<file path="src/rtl/sram_arbiter_pkg.sv">
// sram_arbiter_pkg: shared state encoding, port indices and width defaults for the SRAM arbiter
package sram_arbiter_pkg;

    localparam int ADDR_W_DEF = 19;
    localparam int DATA_W_DEF = 16;
    localparam int NPORT      = 3;

    localparam int PORT_FILL = 0;
    localparam int PORT_WB   = 1;
    localparam int PORT_COMP = 2;

    typedef enum logic [1:0] {IDLE, ISSUE, BUSY} state_t;

endpackage

</file>
<file path="src/rtl/sram_arb_pick.sv">
// sram_arb_pick: combinational winner selection for the SRAM arbiter
//   req : per-port request vector
//   ptr : 0 = port 1 preferred over port 2, 1 = port 2 preferred
//   gnt : one-hot grant (all zero when nothing requests)
// Port 0 always wins; ptr only breaks a tie between ports 1 and 2.
module sram_arb_pick
    import sram_arbiter_pkg::*;
(
    input  logic [NPORT-1:0] req,
    input  logic             ptr,
    output logic [NPORT-1:0] gnt
);

    assign gnt[PORT_FILL] = req[PORT_FILL];
    assign gnt[PORT_WB]   = ~req[PORT_FILL] & req[PORT_WB] & ~(ptr & req[PORT_COMP]);
    assign gnt[PORT_COMP] = ~req[PORT_FILL] & req[PORT_COMP] & ~(~ptr & req[PORT_WB]);

endmodule

</file>
<file path="src/rtl/sram_arbiter.sv">
// sram_arbiter: three-port arbiter in front of the sram controller, one transaction at a time
//   i_CLK, i_RST_N             : pixel clock, asynchronous active-low reset
//   i_Req, i_Write             : per-port request (held until o_Ack) and direction (1 = write)
//   i_Addr0..2, i_Data0..2     : per-port word address and write data
//   o_Ack                      : one-hot acceptance pulse, in the request cycle
//   o_RdValid, o_RdData        : one-hot read-return pulse and held read data
//   o_Busy                     : a transaction is in flight
//   o_Begin, o_Write, o_Addr, o_Data_f2s : command to the sram controller
//   i_Ready, i_Data_s2f        : sram controller status and read data
// Macro SRAM_ARB_RR_EN: ports 1 and 2 alternate via a toggling pointer;
// undefined gives fixed priority 0 > 1 > 2.
module sram_arbiter
    import sram_arbiter_pkg::*;
#(
    parameter int ADDR_W = ADDR_W_DEF,
    parameter int DATA_W = DATA_W_DEF
) (
    input  logic              i_CLK,
    input  logic              i_RST_N,
    input  logic [NPORT-1:0]  i_Req,
    input  logic [NPORT-1:0]  i_Write,
    input  logic [ADDR_W-1:0] i_Addr0,
    input  logic [ADDR_W-1:0] i_Addr1,
    input  logic [ADDR_W-1:0] i_Addr2,
    input  logic [DATA_W-1:0] i_Data0,
    input  logic [DATA_W-1:0] i_Data1,
    input  logic [DATA_W-1:0] i_Data2,
    output logic [NPORT-1:0]  o_Ack,
    output logic [NPORT-1:0]  o_RdValid,
    output logic [DATA_W-1:0] o_RdData,
    output logic              o_Busy,
    output logic              o_Begin,
    output logic              o_Write,
    output logic [ADDR_W-1:0] o_Addr,
    output logic [DATA_W-1:0] o_Data_f2s,
    input  logic              i_Ready,
    input  logic [DATA_W-1:0] i_Data_s2f
);

    state_t           state;
    logic             arm;
    logic             waited;
    logic             ptr;
    logic             take;
    logic [NPORT-1:0] gnt;
    logic [NPORT-1:0] owner;

    sram_arb_pick u_pick (
        .req (i_Req),
        .ptr (ptr),
        .gnt (gnt)
    );

    // arm holds off arbitration until the first edge after reset release
    assign take    = state == IDLE && arm && i_Ready && |i_Req;
    assign o_Ack   = take ? gnt : '0;
    assign o_Begin = state == ISSUE && i_Ready;
    assign o_Busy  = state != IDLE;

`ifdef SRAM_ARB_RR_EN
    always_ff @(posedge i_CLK or negedge i_RST_N)
        if (!i_RST_N)
            ptr <= 1'b0;
        else if (take && !gnt[PORT_FILL])
            ptr <= ~ptr;
`else
    assign ptr = 1'b0;
`endif

    always_ff @(posedge i_CLK or negedge i_RST_N) begin
        if (!i_RST_N) begin
            state      <= IDLE;
            arm        <= 1'b0;
            waited     <= 1'b0;
            owner      <= '0;
            o_Write    <= 1'b0;
            o_Addr     <= '0;
            o_Data_f2s <= '0;
            o_RdData   <= '0;
            o_RdValid  <= '0;
        end else begin
            arm       <= 1'b1;
            o_RdValid <= '0;
            case (state)
                IDLE: if (take) begin
                    state      <= ISSUE;
                    owner      <= gnt;
                    o_Write    <= |(i_Write & gnt);
                    o_Addr     <= gnt[PORT_WB] ? i_Addr1 : gnt[PORT_COMP] ? i_Addr2 : i_Addr0;
                    o_Data_f2s <= gnt[PORT_WB] ? i_Data1 : gnt[PORT_COMP] ? i_Data2 : i_Data0;
                end
                ISSUE: if (i_Ready) begin
                    state  <= BUSY;
                    waited <= 1'b0;
                end
                BUSY: begin
                    // first BUSY cycle is one after o_Begin; exit no sooner than the second
                    waited <= 1'b1;
                    if (waited && i_Ready) begin
                        state <= IDLE;
                        if (!o_Write) begin
                            o_RdData  <= i_Data_s2f;
                            o_RdValid <= owner;
                        end
                    end
                end
                default: state <= IDLE;
            endcase
        end
    end

endmodule
</file>
<file path="config.mk">
export PLATFORM = sky130hd
export DESIGN_NAME = sram_arbiter
export DESIGN_NICKNAME = d
export VERILOG_FILES = /design/src/rtl/sram_arbiter_pkg.sv /design/src/rtl/sram_arb_pick.sv /design/src/rtl/sram_arbiter.sv
export SDC_FILE = /design/constraint.sdc
export NUM_CORES = 1
export LEC_CHECK = 0
export CAP_MARGIN = 10
export CORE_MARGIN = 5
export CORE_UTILIZATION = 50
export CTS_CLUSTER_SIZE = 20
export DETAILED_ROUTE_END_ITERATION = 8
export DONT_BUFFER_PORTS = 1
export GPL_TIMING_DRIVEN = 0
export PLACE_DENSITY = 0.68
export SETUP_SLACK_MARGIN = 0.05
export SYNTH_ARGS = -nofsm -noshare
export SYNTH_HDL_FRONTEND = slang
export SYNTH_SLANG_ARGS = --single-unit
export TNS_END_PERCENT = 30
</file>
<file path="constraint.sdc">
create_clock -name i_CLK -period 1.6 [get_ports i_CLK]
set_input_delay 0.32 -clock i_CLK [delete_from_list [all_inputs] [get_ports i_CLK]]
set_output_delay 0.32 -clock i_CLK [all_outputs]
set_load 0.1 [all_outputs]
</file>
==> flow_metrics.env <==
export IMPL_wl_per_cell_um=23.7
export IMPL_num_nets_final=516
export IMPL_timing_final_crit_period_ns=2.01
export IMPL_power_combinational_fraction=0.204
export IMPL_synth_top_cell_area_share=0.433
export IMPL_ys_flop_type="dfrtp_1"
export IMPL_finalSetupTns_ns=-12.36
export IMPL_failing_checks="hold timing, setup timing"
export IMPL_postSynthAreaPerCell_um2=9.97
export IMPL_final_max_slew_viol_count=0
export IMPL_timing_critical_path_buf_inv=1
export IMPL_die_area_mm2=0.00895
export IMPL_ys_warn_count=0
export IMPL_placement_rows=30
export IMPL_syn_num_nets=489
export IMPL_clock_skew_final_ns=0.00780
export IMPL_run_status="finished, violations left"
export IMPL_swShare=0.630
export IMPL_cp_num_cells=3
export IMPL_min_period_over_period=1.25
export IMPL_timing_critical_path_max_delay_family="simple AND/OR/NAND/NOR gates"
export IMPL_port_buffers=0
export IMPL_global_route_total_usage_across_every_layer=0.236
export IMPL_power_density_mw_per_mm2=2500
export IMPL_path_clk_slew_ns=0.08
export IMPL_post_synth_top_count_cell="dfrtp_1"
export IMPL_tritoncts="built"
export IMPL_fin_ws_ns=-0.408
export IMPL_synthDistinctLibCells=30
export IMPL_gr_usage_met2=0.394
export IMPL_post_drt_via_cell_ratio=6.27
export IMPL_netSwitchingPower_w=0.00699
export IMPL_grt_pass1_wl_mm=16.3
export IMPL_first_global_vias=3193
export IMPL_number_of_antenna_violations_at_the_first_check_in_global_routing=1
export IMPL_num_io_pins=190
export IMPL_route_antenna_remaining_nets=0
export IMPL_holdWs_ns=-0.325
export IMPL_critPathMaxStageDelay_ns=0.52
export IMPL_final_setup_viol_count=64
export IMPL_remaining_drc_errors=0
export IMPL_sink_count_of_the_clock_tree=62
export IMPL_report_final_hold_viol_count=62
export IMPL_synth_yosys_seq_area_share=0.433
export IMPL_cts_htree_levels=3
export IMPL_detail_route_wirelength_mm=11.5
export IMPL_synth_enable_flop_cells=0
export IMPL_critical_path_endpoint_type="primary output"
export IMPL_ys_ff_latch=62
export IMPL_dieWidth_um=94.6
export IMPL_clock_tree_root_cell="clkbuf_8"
export IMPL_critical_path_cell_chain="nand4bb_4 > buf_8 > nor2_4"
export IMPL_postSynth_asyncResetShare=1.00
export IMPL_drtPass1Iterations=4
export IMPL_power_share_clock=0.109
export IMPL_critPathMaxFanout=5
export IMPL_fp_dieH_um=94.6
export IMPL_drive_gt1_frac=0.510
export IMPL_r2r_worst_path_cells=9
export IMPL_dp_hpwl_mm=7.72
export IMPL_critPathRequiredTime_ns=1.28
export IMPL_gp_congestion=0.788
export IMPL_max_vdd_ir_drop_mv=1.20
export IMPL_ctsLongestPathBuffers=2
export IMPL_top_area_cells_in_the_synthesized_netlist="dfrtp_1, or3b_1, or2_2"
export IMPL_p_int_w=0.00411
export IMPL_hold_path_class="input port to asynchronous set/reset pin"
export IMPL_timing_critical_path_arrival_ns=1.69
export IMPL_synth_area_leader_cell="dfrtp_1"
export IMPL_fmax_mhz=498
export IMPL_slowest_stage="nor2_4"
export IMPL_clock_insertion_delay_worst_skew_ns=0.33
export IMPL_rsz_0062_raised_after_global_routing="true"
export IMPL_via_count=3054
export IMPL_leakagePower_nw=1.68
export IMPL_place_worst_setup_slack_ns=-0.203
export IMPL_share_seq_of_total_power=0.687
export IMPL_worst_pin_slew_ns=0.870
export IMPL_pin_count_of_the_biggest_net_entering_global_routing=63
export IMPL_numCtsBuffers=9
export IMPL_area_growth_syn_to_layout_pct=24.2
export IMPL_synth_cells_most_frequent="dfrtp_1, a21oi_1, o21ai_0, or2_2"
export IMPL_critPathLaunchType="flop"
export IMPL_post_synth_instance_area_mm2=0.00358
export IMPL_slew_headroom=0.421
export IMPL_busiest_layer="met2"
export IMPL_globalRoute_totalOverflow=0
export IMPL_criticalPathCategory="flop to primary output"
export IMPL_initial_core_util=0.521
export IMPL_timing_max_cap_violations=0
export IMPL_syn_instance_count=359
export IMPL_drt_first_iter_violations=103
export IMPL_grt_use_met3=0.0861
export IMPL_core_region_area_mm2=0.00687
export IMPL_globalRouteMet1Util=0.284
## sequential cells by signal, indices dropped and copies added, names as in the netlist
register / count
arm: 1
waited: 1
o_RdData: 16
o_Write: 1
state: 2
o_Data_f2s: 16
owner: 3
o_RdValid: 3
o_Addr: 19
## per-stage QoR
stage | hold WS [ns] | power (W) | area (um^2) | util | instances
floorplan | 0.0244 | 0.00861 | 3600 | - | 359
global placement | 0.0259 | 0.00897 | 3720 | 0.542 | 455
detailed placement | 0.0260 | 0.00904 | 3720 | 0.542 | 455
CTS | -0.340 | 0.0105 | 4100 | 0.597 | 478
global route | -0.357 | 0.0115 | 4440 | 0.647 | 487
finish | -0.325 | 0.0111 | 4440 | 0.647 | 487
## power by group through the flow
stage          Clock (W)  Sequential [W]  Combinational [W]
3_5_place_dp           0         0.00749            0.00155
2_1_floorplan          0         0.00729            0.00132
6_report         0.00121         0.00763            0.00226
4_1_cts          0.00125         0.00756            0.00172
3_3_place_gp           0         0.00747            0.00150
5_1_grt          0.00133         0.00771            0.00243
## cell usage in the layout, fill, tap and decap left out, types with 2 or more instances in the layout
| master | synthesis | layout |
|---|---|---|
| dfrtp_1 | 62 | 8 |
| a21o_1 | 2 | 2 |
| and2_1 | 4 | 3 |
| nand2b_4 | 0 | 2 |
| buf_6 | 8 | 12 |
| clkbuf_1 | 12 | 11 |
| o22ai_1 | 35 | 35 |
| nor2_4 | 0 | 2 |
| mux2_4 | 0 | 14 |
| mux2_2 | 9 | 2 |
| clkbuf_8 | 0 | 10 |
| buf_12 | 0 | 3 |
| clkinvlp_4 | 0 | 4 |
| dfrtp_2 | 0 | 53 |
| buf_2 | 9 | 7 |
| o21ai_0 | 36 | 36 |
| a21oi_1 | 37 | 36 |
| buf_4 | 7 | 14 |
| o31ai_4 | 0 | 5 |
| nor2_1 | 6 | 4 |
| buf_8 | 0 | 3 |
| o31ai_1 | 29 | 12 |
| o21ai_1 | 2 | 2 |
| or2_2 | 36 | 35 |
| or3b_1 | 35 | 35 |
| nand2b_1 | 4 | 2 |
| o31ai_2 | 7 | 19 |
## final timing paths
check / start / endpoint / slack, ns
worst min-delay path: i_RST_N / o_Data_f2s[12] / -0.32
worst max-delay path: state[1] / o_Ack[1] / -0.41
worst max register to register: state[0] / o_RdData[0] / -0.35
min in group i_CLK: i_Ready / state[0] / 0.08
worst min register to register: owner[1] / owner[1] / 0.47
max in group asynchronous: i_RST_N / o_Addr[16] / 1.81
## routing by layer
| layer | part of all wire | wire (um) |
|---|---|---|
| met1 | 0.39 | 4480 |
| met2 | 0.50 | 5780 |
| met3 | 0.096 | 1110 |
| met4 | 0.014 | 163 |
| met5 | 0 | 0 |
## area by class of cell
cell class	instances	area [um^2]
Clock inverter	5	36.3
Fill cell	578	2420
Timing Repair Buffer	16	206
Inverter	3	15.0
Clock buffer	10	138
Buffer	36	273
Multi-Input combinational cell	258	2030
Sequential cell	62	1620
Tap cell	96	120
Antenna cell	1	2.50
## what timing repair did
action	CTS	global route
gates cloned	1	1
setup buffers	7	7
hold endpoints to repair	62	62
setup endpoints to repair	77	81
pin swaps	10	7
gates resized for setup	52	67
## kinds of logic (layout without fill, tap and decap cells)
kind of cell / after synthesis / after routing / synth area share
AO/OA/AOI/OAI: 149 / 149 / 0.258
buffers and inverters: 39 / 70 / 0.0682
flip-flops: 62 / 62 / 0.433
multiplexers: 16 / 16 / 0.0503
other: 1 / 2 / 0.00105
AND/OR/NAND/NOR: 92 / 92 / 0.189
Note: power is estimated with default switching activity, not from simulation.
